===== src/rtl/axil_master_sequencer.sv =====
// axil_master_sequencer: round-robin arbiter that shares one AXI4-Lite master
// port among num_req_p valid/ready requesters, one transaction at a time.
// Optional response watchdog: define AXIL_SEQ_TIMEOUT_EN.
module axil_master_sequencer #(
  parameter int num_req_p        = 2,
  parameter int addr_width_p     = 32,
  parameter int data_width_p     = 32,
  parameter int timeout_cycles_p = 4096
) (
  input  logic                                aclk,
  input  logic                                aresetn,
  input  logic [num_req_p-1:0]                req_v_i,
  output logic [num_req_p-1:0]                req_ready_o,
  input  logic [num_req_p-1:0]                req_we_i,
  input  logic [num_req_p*addr_width_p-1:0]   req_addr_i,
  input  logic [num_req_p*data_width_p-1:0]   req_data_i,
  input  logic [num_req_p*data_width_p/8-1:0] req_strb_i,
  output logic [num_req_p-1:0]                resp_v_o,
  input  logic [num_req_p-1:0]                resp_yumi_i,
  output logic [data_width_p-1:0]             resp_data_o,
  output logic                                resp_err_o,
  output logic                                timeout_o,
  output logic [addr_width_p-1:0]             m01_axi_awaddr,
  output logic [2:0]                          m01_axi_awprot,
  output logic                                m01_axi_awvalid,
  input  logic                                m01_axi_awready,
  output logic [data_width_p-1:0]             m01_axi_wdata,
  output logic [data_width_p/8-1:0]           m01_axi_wstrb,
  output logic                                m01_axi_wvalid,
  input  logic                                m01_axi_wready,
  input  logic [1:0]                          m01_axi_bresp,
  input  logic                                m01_axi_bvalid,
  output logic                                m01_axi_bready,
  output logic [addr_width_p-1:0]             m01_axi_araddr,
  output logic [2:0]                          m01_axi_arprot,
  output logic                                m01_axi_arvalid,
  input  logic                                m01_axi_arready,
  input  logic [data_width_p-1:0]             m01_axi_rdata,
  input  logic [1:0]                          m01_axi_rresp,
  input  logic                                m01_axi_rvalid,
  output logic                                m01_axi_rready
);

  localparam int idx_w  = (num_req_p > 1) ? $clog2(num_req_p) : 1;
  localparam int strb_w = data_width_p / 8;

  typedef logic [idx_w-1:0]        idx_t;
  typedef logic [data_width_p-1:0] data_t;

  localparam logic [2:0] IDLE    = 3'd0;
  localparam logic [2:0] WR_REQ  = 3'd1;
  localparam logic [2:0] WR_RESP = 3'd2;
  localparam logic [2:0] RD_REQ  = 3'd3;
  localparam logic [2:0] RD_DATA = 3'd4;
  localparam logic [2:0] RESP    = 3'd5;
`ifdef AXIL_SEQ_TIMEOUT_EN
  localparam logic [2:0] DRAIN   = 3'd6;
  // Firing two counts early makes RESP visible exactly timeout_cycles_p
  // cycles after the accept cycle (counter reads 0 in the first cycle after accept).
  localparam logic [31:0] to_fire_c = 32'(timeout_cycles_p - 2);
`endif

  logic [2:0]              state_reg;
  idx_t                    ptr_reg;
  idx_t                    gnt_reg;
  logic [addr_width_p-1:0] addr_reg;
  data_t                   data_reg;
  logic [strb_w-1:0]       strb_reg;
  logic                    awvalid_reg;
  logic                    wvalid_reg;
  logic                    arvalid_reg;
  data_t                   resp_data_reg;
  logic                    resp_err_reg;

  idx_t                    gnt_idx;
  logic                    gnt_found;
  logic                    accept;

`ifdef AXIL_SEQ_TIMEOUT_EN
  logic [31:0]             cnt_reg;
  logic                    timeout_reg;
  logic                    drain_reg;
  logic                    b_pend_reg;
  logic                    r_pend_reg;
`else
  logic                    unused_timeout_cfg;
  assign unused_timeout_cfg = (timeout_cycles_p != 0);
`endif

  // Round-robin search: first requester with valid set, starting after the last grant.
  always_comb begin : grant_search
    idx_t cand;
    gnt_found = 1'b0;
    gnt_idx   = '0;
    cand      = '0;
    for (int k = 1; k <= num_req_p; k++) begin
      cand = idx_t'((int'(ptr_reg) + k) % num_req_p);
      if (!gnt_found && req_v_i[cand]) begin
        gnt_found = 1'b1;
        gnt_idx   = cand;
      end
    end
  end

  assign accept = (state_reg == IDLE) && gnt_found;

  // Per-requester ready and response-valid decode; ready is masked during reset.
  for (genvar gi = 0; gi < num_req_p; gi++) begin : g_req
    assign req_ready_o[gi] = aresetn && accept && (gnt_idx == idx_t'(gi));
    assign resp_v_o[gi]    = (state_reg == RESP) && (gnt_reg == idx_t'(gi));
  end

  assign resp_data_o     = resp_data_reg;
  assign resp_err_o      = resp_err_reg;
  assign m01_axi_awaddr  = addr_reg;
  assign m01_axi_araddr  = addr_reg;
  assign m01_axi_awprot  = 3'b000;
  assign m01_axi_arprot  = 3'b000;
  assign m01_axi_wdata   = data_reg;
  assign m01_axi_wstrb   = strb_reg;
  assign m01_axi_awvalid = awvalid_reg;
  assign m01_axi_wvalid  = wvalid_reg;
  assign m01_axi_arvalid = arvalid_reg;
`ifdef AXIL_SEQ_TIMEOUT_EN
  assign m01_axi_bready  = (state_reg == WR_RESP) || ((state_reg == DRAIN) && b_pend_reg);
  assign m01_axi_rready  = (state_reg == RD_DATA) || ((state_reg == DRAIN) && r_pend_reg);
  assign timeout_o       = timeout_reg;
`else
  assign m01_axi_bready  = (state_reg == WR_RESP);
  assign m01_axi_rready  = (state_reg == RD_DATA);
  assign timeout_o       = 1'b0;
`endif

  // Transaction sequencer: accept, drive AXI request channels, capture response, hand back.
  always_ff @(posedge aclk or negedge aresetn) begin
    if (!aresetn) begin
      state_reg     <= IDLE;
      ptr_reg       <= idx_t'(num_req_p - 1);
      gnt_reg       <= '0;
      addr_reg      <= '0;
      data_reg      <= '0;
      strb_reg      <= '0;
      awvalid_reg   <= 1'b0;
      wvalid_reg    <= 1'b0;
      arvalid_reg   <= 1'b0;
      resp_data_reg <= '0;
      resp_err_reg  <= 1'b0;
`ifdef AXIL_SEQ_TIMEOUT_EN
      cnt_reg       <= '0;
      timeout_reg   <= 1'b0;
      drain_reg     <= 1'b0;
      b_pend_reg    <= 1'b0;
      r_pend_reg    <= 1'b0;
`endif
    end else begin
      // Request valids drop only on their own handshake, whatever the state.
      if (awvalid_reg && m01_axi_awready) awvalid_reg <= 1'b0;
      if (wvalid_reg && m01_axi_wready)   wvalid_reg  <= 1'b0;
      if (arvalid_reg && m01_axi_arready) arvalid_reg <= 1'b0;

      case (state_reg)
        IDLE: begin
          if (accept) begin
            gnt_reg  <= gnt_idx;
            ptr_reg  <= gnt_idx;
            addr_reg <= req_addr_i[gnt_idx*addr_width_p +: addr_width_p];
            data_reg <= req_data_i[gnt_idx*data_width_p +: data_width_p];
            strb_reg <= req_strb_i[gnt_idx*strb_w +: strb_w];
            if (req_we_i[gnt_idx]) begin
              awvalid_reg <= 1'b1;
              wvalid_reg  <= 1'b1;
              state_reg   <= WR_REQ;
            end else begin
              arvalid_reg <= 1'b1;
              state_reg   <= RD_REQ;
            end
          end
        end
        WR_REQ: begin
          if ((!awvalid_reg || m01_axi_awready) && (!wvalid_reg || m01_axi_wready))
            state_reg <= WR_RESP;
        end
        WR_RESP: begin
          if (m01_axi_bvalid) begin
            resp_err_reg  <= (m01_axi_bresp != 2'b00);
            resp_data_reg <= '0;
            state_reg     <= RESP;
          end
        end
        RD_REQ: begin
          if (m01_axi_arready) state_reg <= RD_DATA;
        end
        RD_DATA: begin
          if (m01_axi_rvalid) begin
            resp_err_reg  <= (m01_axi_rresp != 2'b00);
            resp_data_reg <= m01_axi_rdata;
            state_reg     <= RESP;
          end
        end
        RESP: begin
          if (resp_yumi_i[gnt_reg]) begin
`ifdef AXIL_SEQ_TIMEOUT_EN
            state_reg <= drain_reg ? DRAIN : IDLE;
`else
            state_reg <= IDLE;
`endif
          end
        end
`ifdef AXIL_SEQ_TIMEOUT_EN
        DRAIN: begin
          if (b_pend_reg && m01_axi_bvalid) b_pend_reg <= 1'b0;
          if (r_pend_reg && m01_axi_rvalid) r_pend_reg <= 1'b0;
          if ((!awvalid_reg || m01_axi_awready) && (!wvalid_reg || m01_axi_wready) &&
              (!arvalid_reg || m01_axi_arready) && (!b_pend_reg || m01_axi_bvalid) &&
              (!r_pend_reg || m01_axi_rvalid)) begin
            drain_reg <= 1'b0;
            state_reg <= IDLE;
          end
        end
`endif
        default: state_reg <= IDLE;
      endcase

`ifdef AXIL_SEQ_TIMEOUT_EN
      // Watchdog: overrides the normal flow and remembers which response is still owed.
      if (accept) begin
        cnt_reg <= '0;
      end else if (state_reg inside {WR_REQ, WR_RESP, RD_REQ, RD_DATA}) begin
        cnt_reg <= cnt_reg + 32'd1;
        if (cnt_reg == to_fire_c) begin
          state_reg     <= RESP;
          resp_err_reg  <= 1'b1;
          resp_data_reg <= data_t'(32'hDEAD_BEEF);
          timeout_reg   <= 1'b1;
          drain_reg     <= 1'b1;
          b_pend_reg    <= (state_reg == WR_REQ) || ((state_reg == WR_RESP) && !m01_axi_bvalid);
          r_pend_reg    <= (state_reg == RD_REQ) || ((state_reg == RD_DATA) && !m01_axi_rvalid);
        end
      end
`endif
    end
  end

endmodule


===== config.mk =====
export PLATFORM = sky130hd
export DESIGN_NAME = axil_master_sequencer
export DESIGN_NICKNAME = d
export VERILOG_FILES = /design/src/rtl/axil_master_sequencer.sv
export SDC_FILE = /design/constraint.sdc
export NUM_CORES = 1
export LEC_CHECK = 0
export BUFFER_PORTS_ARGS = -buffer_cell sky130_fd_sc_hd__buf_2
export CAP_MARGIN = 20
export CORE_AREA = 2 2 130 132
export DETAILED_ROUTE_END_ITERATION = 6
export DIE_AREA = 0 0 132 134
export GPL_TIMING_DRIVEN = 1
export SETUP_SLACK_MARGIN = 0.15
export SYNTH_ARGS = -nofsm -noshare
export SYNTH_HDL_FRONTEND = slang
export SYNTH_SLANG_ARGS = --single-unit

===== constraint.sdc =====
create_clock -name aclk -period 1.6 [get_ports aclk]
set_input_delay 0.16 -clock aclk [delete_from_list [all_inputs] [get_ports aclk]]
set_output_delay 0.16 -clock aclk [all_outputs]
set_load 0.02 [all_outputs]

==> impl_results.md <==
* Top-count cell post-synth: dfrtp_1
* Residual DRC count at 0
* Top layer reached by signal wires: met4
* Final setup margin at -165 ps
* Worst hold path depth at 2
* Count of clock tree sinks at ~110
* Chip height at between 100 and 150 um
* Vias per Instance at between 4 and 5
* Multi-input combinational cell area at between 0.002 and 0.0025 mm^2
* Port-buffer cells at roughly 330
* Skew-Pair Late Insertion Delay at 350 ps
* Depth of the CTS H-tree at 3
* TritonCTS clock tree: yes
* Top Ports at about 330
* FF-to-FF path depth at 5
* All-layer global routing usage at ~19%
* Worst Hold Path EP: resp_data_o[28]
* Global-route congestion overflow total at 0
* Vias in the first global route at roughly 4600
* Maximum operating frequency at 567 MHz
* Routed wire length at around 17000 um
* Portion of synthesized cell area occupied by the leading cell type at a little over half
* Routed Antenna Nets at 0
* Area of the mapped netlist at about 0.005 mm^2
* Fraction of final layout cells sized beyond drive strength 1 at between 50% and 60%
* Number of pins with negative max-slew slack in the final report at 0
* Clk slew on worst S/H paths at 80 ps
* Reg area at 0.00273 mm^2
* Area enclosed by the die boundary at approximately 0.018 mm^2
* Initial standard-cell utilization of the core at between 30% and 40%
* Most instantiated cells after synthesis: dfrtp_1, mux2i_1, nand2_1
* Run status: complete, but fails checks
* Clk Tree Root Cell: clkbuf_16
* Detailed-routing wirelength on met1 at between 7000 and 8000 um
* Leak Pwr at 4.34 nW
* Number of buffers created by CTS at 9
* Largest cells by area after synthesis: dfrtp_1, mux2i_1, buf_4, a22o_1, o21ai_1
* Hold violation total from the final report at 0
* Setup slack on the worst flop-to-flop path at -160 ps
* Number of setup violations in the final report at roughly 100
* Fin crit period at approximately 1800 ps
* Clk_skew at 11.3 ps
* Power per unit of standard cell area at 2130 mW/mm^2
* Pin count of the biggest net entering global routing at a little over 80
* Post-detailed-placement half-perimeter wirelength at about 11000 um
* Average size of a mapped cell at 10.9 um^2
* Row Count at 47
* Setup crit start kind: flop
* Iteration-0 DRC count of the detailed router at between 150 and 200
* Path class of the lowest-slack min-delay path: in -> reg
* Number of max-cap violations at 0
* Vias after detailed routing at 4668
* Number of different library cells in the post-synthesis netlist at 39
* Top_reg_cell synth: dfrtp_1
* Total negative setup slack at -9400 ps
* DIE WIDTH at approximately 130 um
* Buffer levels on the longest clock path at 2
* Source of the worst hold timing path: m01_axi_rdata[28]
* Maximum VDD drop at about 0.67 mV
* Seq cells post-synth at ~110
* Area growth from synthesis to final layout at 59.2%
* Reg-to-Reg End: resp_err_o
* Kind of critical path: reg -> reg
* Initial antenna violation count at 3
* WL per Instance at 16.4 um
* Yosys warnings at 0
* Proportion of register bits with asynchronous set or reset after synthesis at 100%
* Met2 wire length at slightly below 9000 um
* Kind of end point of the critical path: flop
* Core footprint at 0.0163 mm^2
* Sequential element share of the synthesized area at ~54%
* Share of the clock period used by the worst path after layout at 110%
* First-pass detailed-route iteration total at 4
* Worst endpoint required time at about 1800 ps
* Library cell with the largest summed area after synthesis: dfrtp_1
* EDFF count, synth at 0
* Reg2Reg Launch Point: state_reg[1]
* Failing checks: negative setup slack
* Unrepaired setup endpoints after global routing: true
* Power after layout at between 15 and 20 mW
* Met3 WL at 834 um
* First-pass GRT wire length at approximately 25000 um
* Instance count of the mapped netlist at between 400 and 500
* Net count, final at a little under 1000
* Largest fanout on the critical path at 7
* Filler instances at between 1500 and 2000
* Arr. time, crit path at 2000 ps
* Gp weighted congestion at around 0.77
## logic make-up (layout without fill, tap and decap cells)
group	count (synthesis)	after routing	share of synthesized area, %
multiplexers	73	73	14.5
flip-flops	109	109	53.6
AND/OR/NAND/NOR	92	92	8.11
AO/OA/AOI/OAI	119	119	14.6
other	1	10	0.0737
buffers and inverters	72	412	9.14
## per-layer routing
layer | global-route usage [%] | vias to the layer above
met1 | 23.5 | 2183
li1 | - | 2288
met2 | 31.8 | 185
met3 | 3.44 | 12
met5 | 0 | -
met4 | 6.52 | 0
## stage by stage
stage	setup WS (ps)	utilization [%]	hold WS, ps	cells	area (um^2)
3_3_place_gp	31.1	42.8	261	977	6970
6_report	-165	49.8	17.5	1035	8110
3_5_place_dp	11.7	42.8	266	977	6970
5_1_grt	-240	49.8	4.71	1035	8110
4_1_cts	-163	48.2	1.04	1020	7850
2_1_floorplan	53.5	-	-136	472	5200
## cell usage in the layout (no fill, tap or decap), types with 3 or more instances in the layout
cell type,n
conb_1,7
buf_2,319
buf_6,22
nor2_1,4
o21ai_0,4
nand2_1,68
clkbuf_16,13
a22o_1,33
dfrtp_1,106
and3_4,3
buf_4,28
nand2b_1,3
mux2i_1,71
buf_12,8
diode_2,3
o21ai_2,18
buf_16,9
o21ai_1,54
## repair_timing
item / in CTS / in global routing
hold buffers: 2 / 0
setup buffers: 15 / 9
hold endpoints to repair: 109 / 0
gates resized for setup: 55 / 36
pin swaps: 6 / 9
setup endpoints to repair: 109 / 114
cloned: 10 / 3
## critical path, stage by stage (launching register included)
cell and delay, ps:
dfrtp_2 440, buf_6 130, nand2b_4 160, o32a_1 400
o21ai_4 180, mux2_4 330
## how the worst max path moves through the flow
stage / from / to / cells past startpoint
global route: state_reg[2] / req_ready_o[0] / 5
finish: state_reg[1] / resp_err_o / 5
floorplan: state_reg[0] / state_reg[2] / 4
global placement: state_reg[0] / resp_data_o[1] / 5
CTS: state_reg[2] / req_ready_o[0] / 5
detailed placement: state_reg[0] / resp_data_o[1] / 5
## power breakdown
group,internal [mW],leakage [nW],switching [mW]
Combinational,4.46,2.80,5.43
Clock,1.40,0.155,1.10
Sequential,4.05,1.38,0.793
Total,9.91,4.34,7.33
## final cells by class
type / count / area share, %
diodes: 3 / 0.0926
repair buffers: 394 / 32.4
well taps: 220 / 3.40
clock buffers: 9 / 2.78
multi-input cells: 291 / 26.2
clock inverters: 7 / 1.28
inverters: 2 / 0.0926
flip-flops and latches: 109 / 33.7
(Power assumes the default switching activity.)
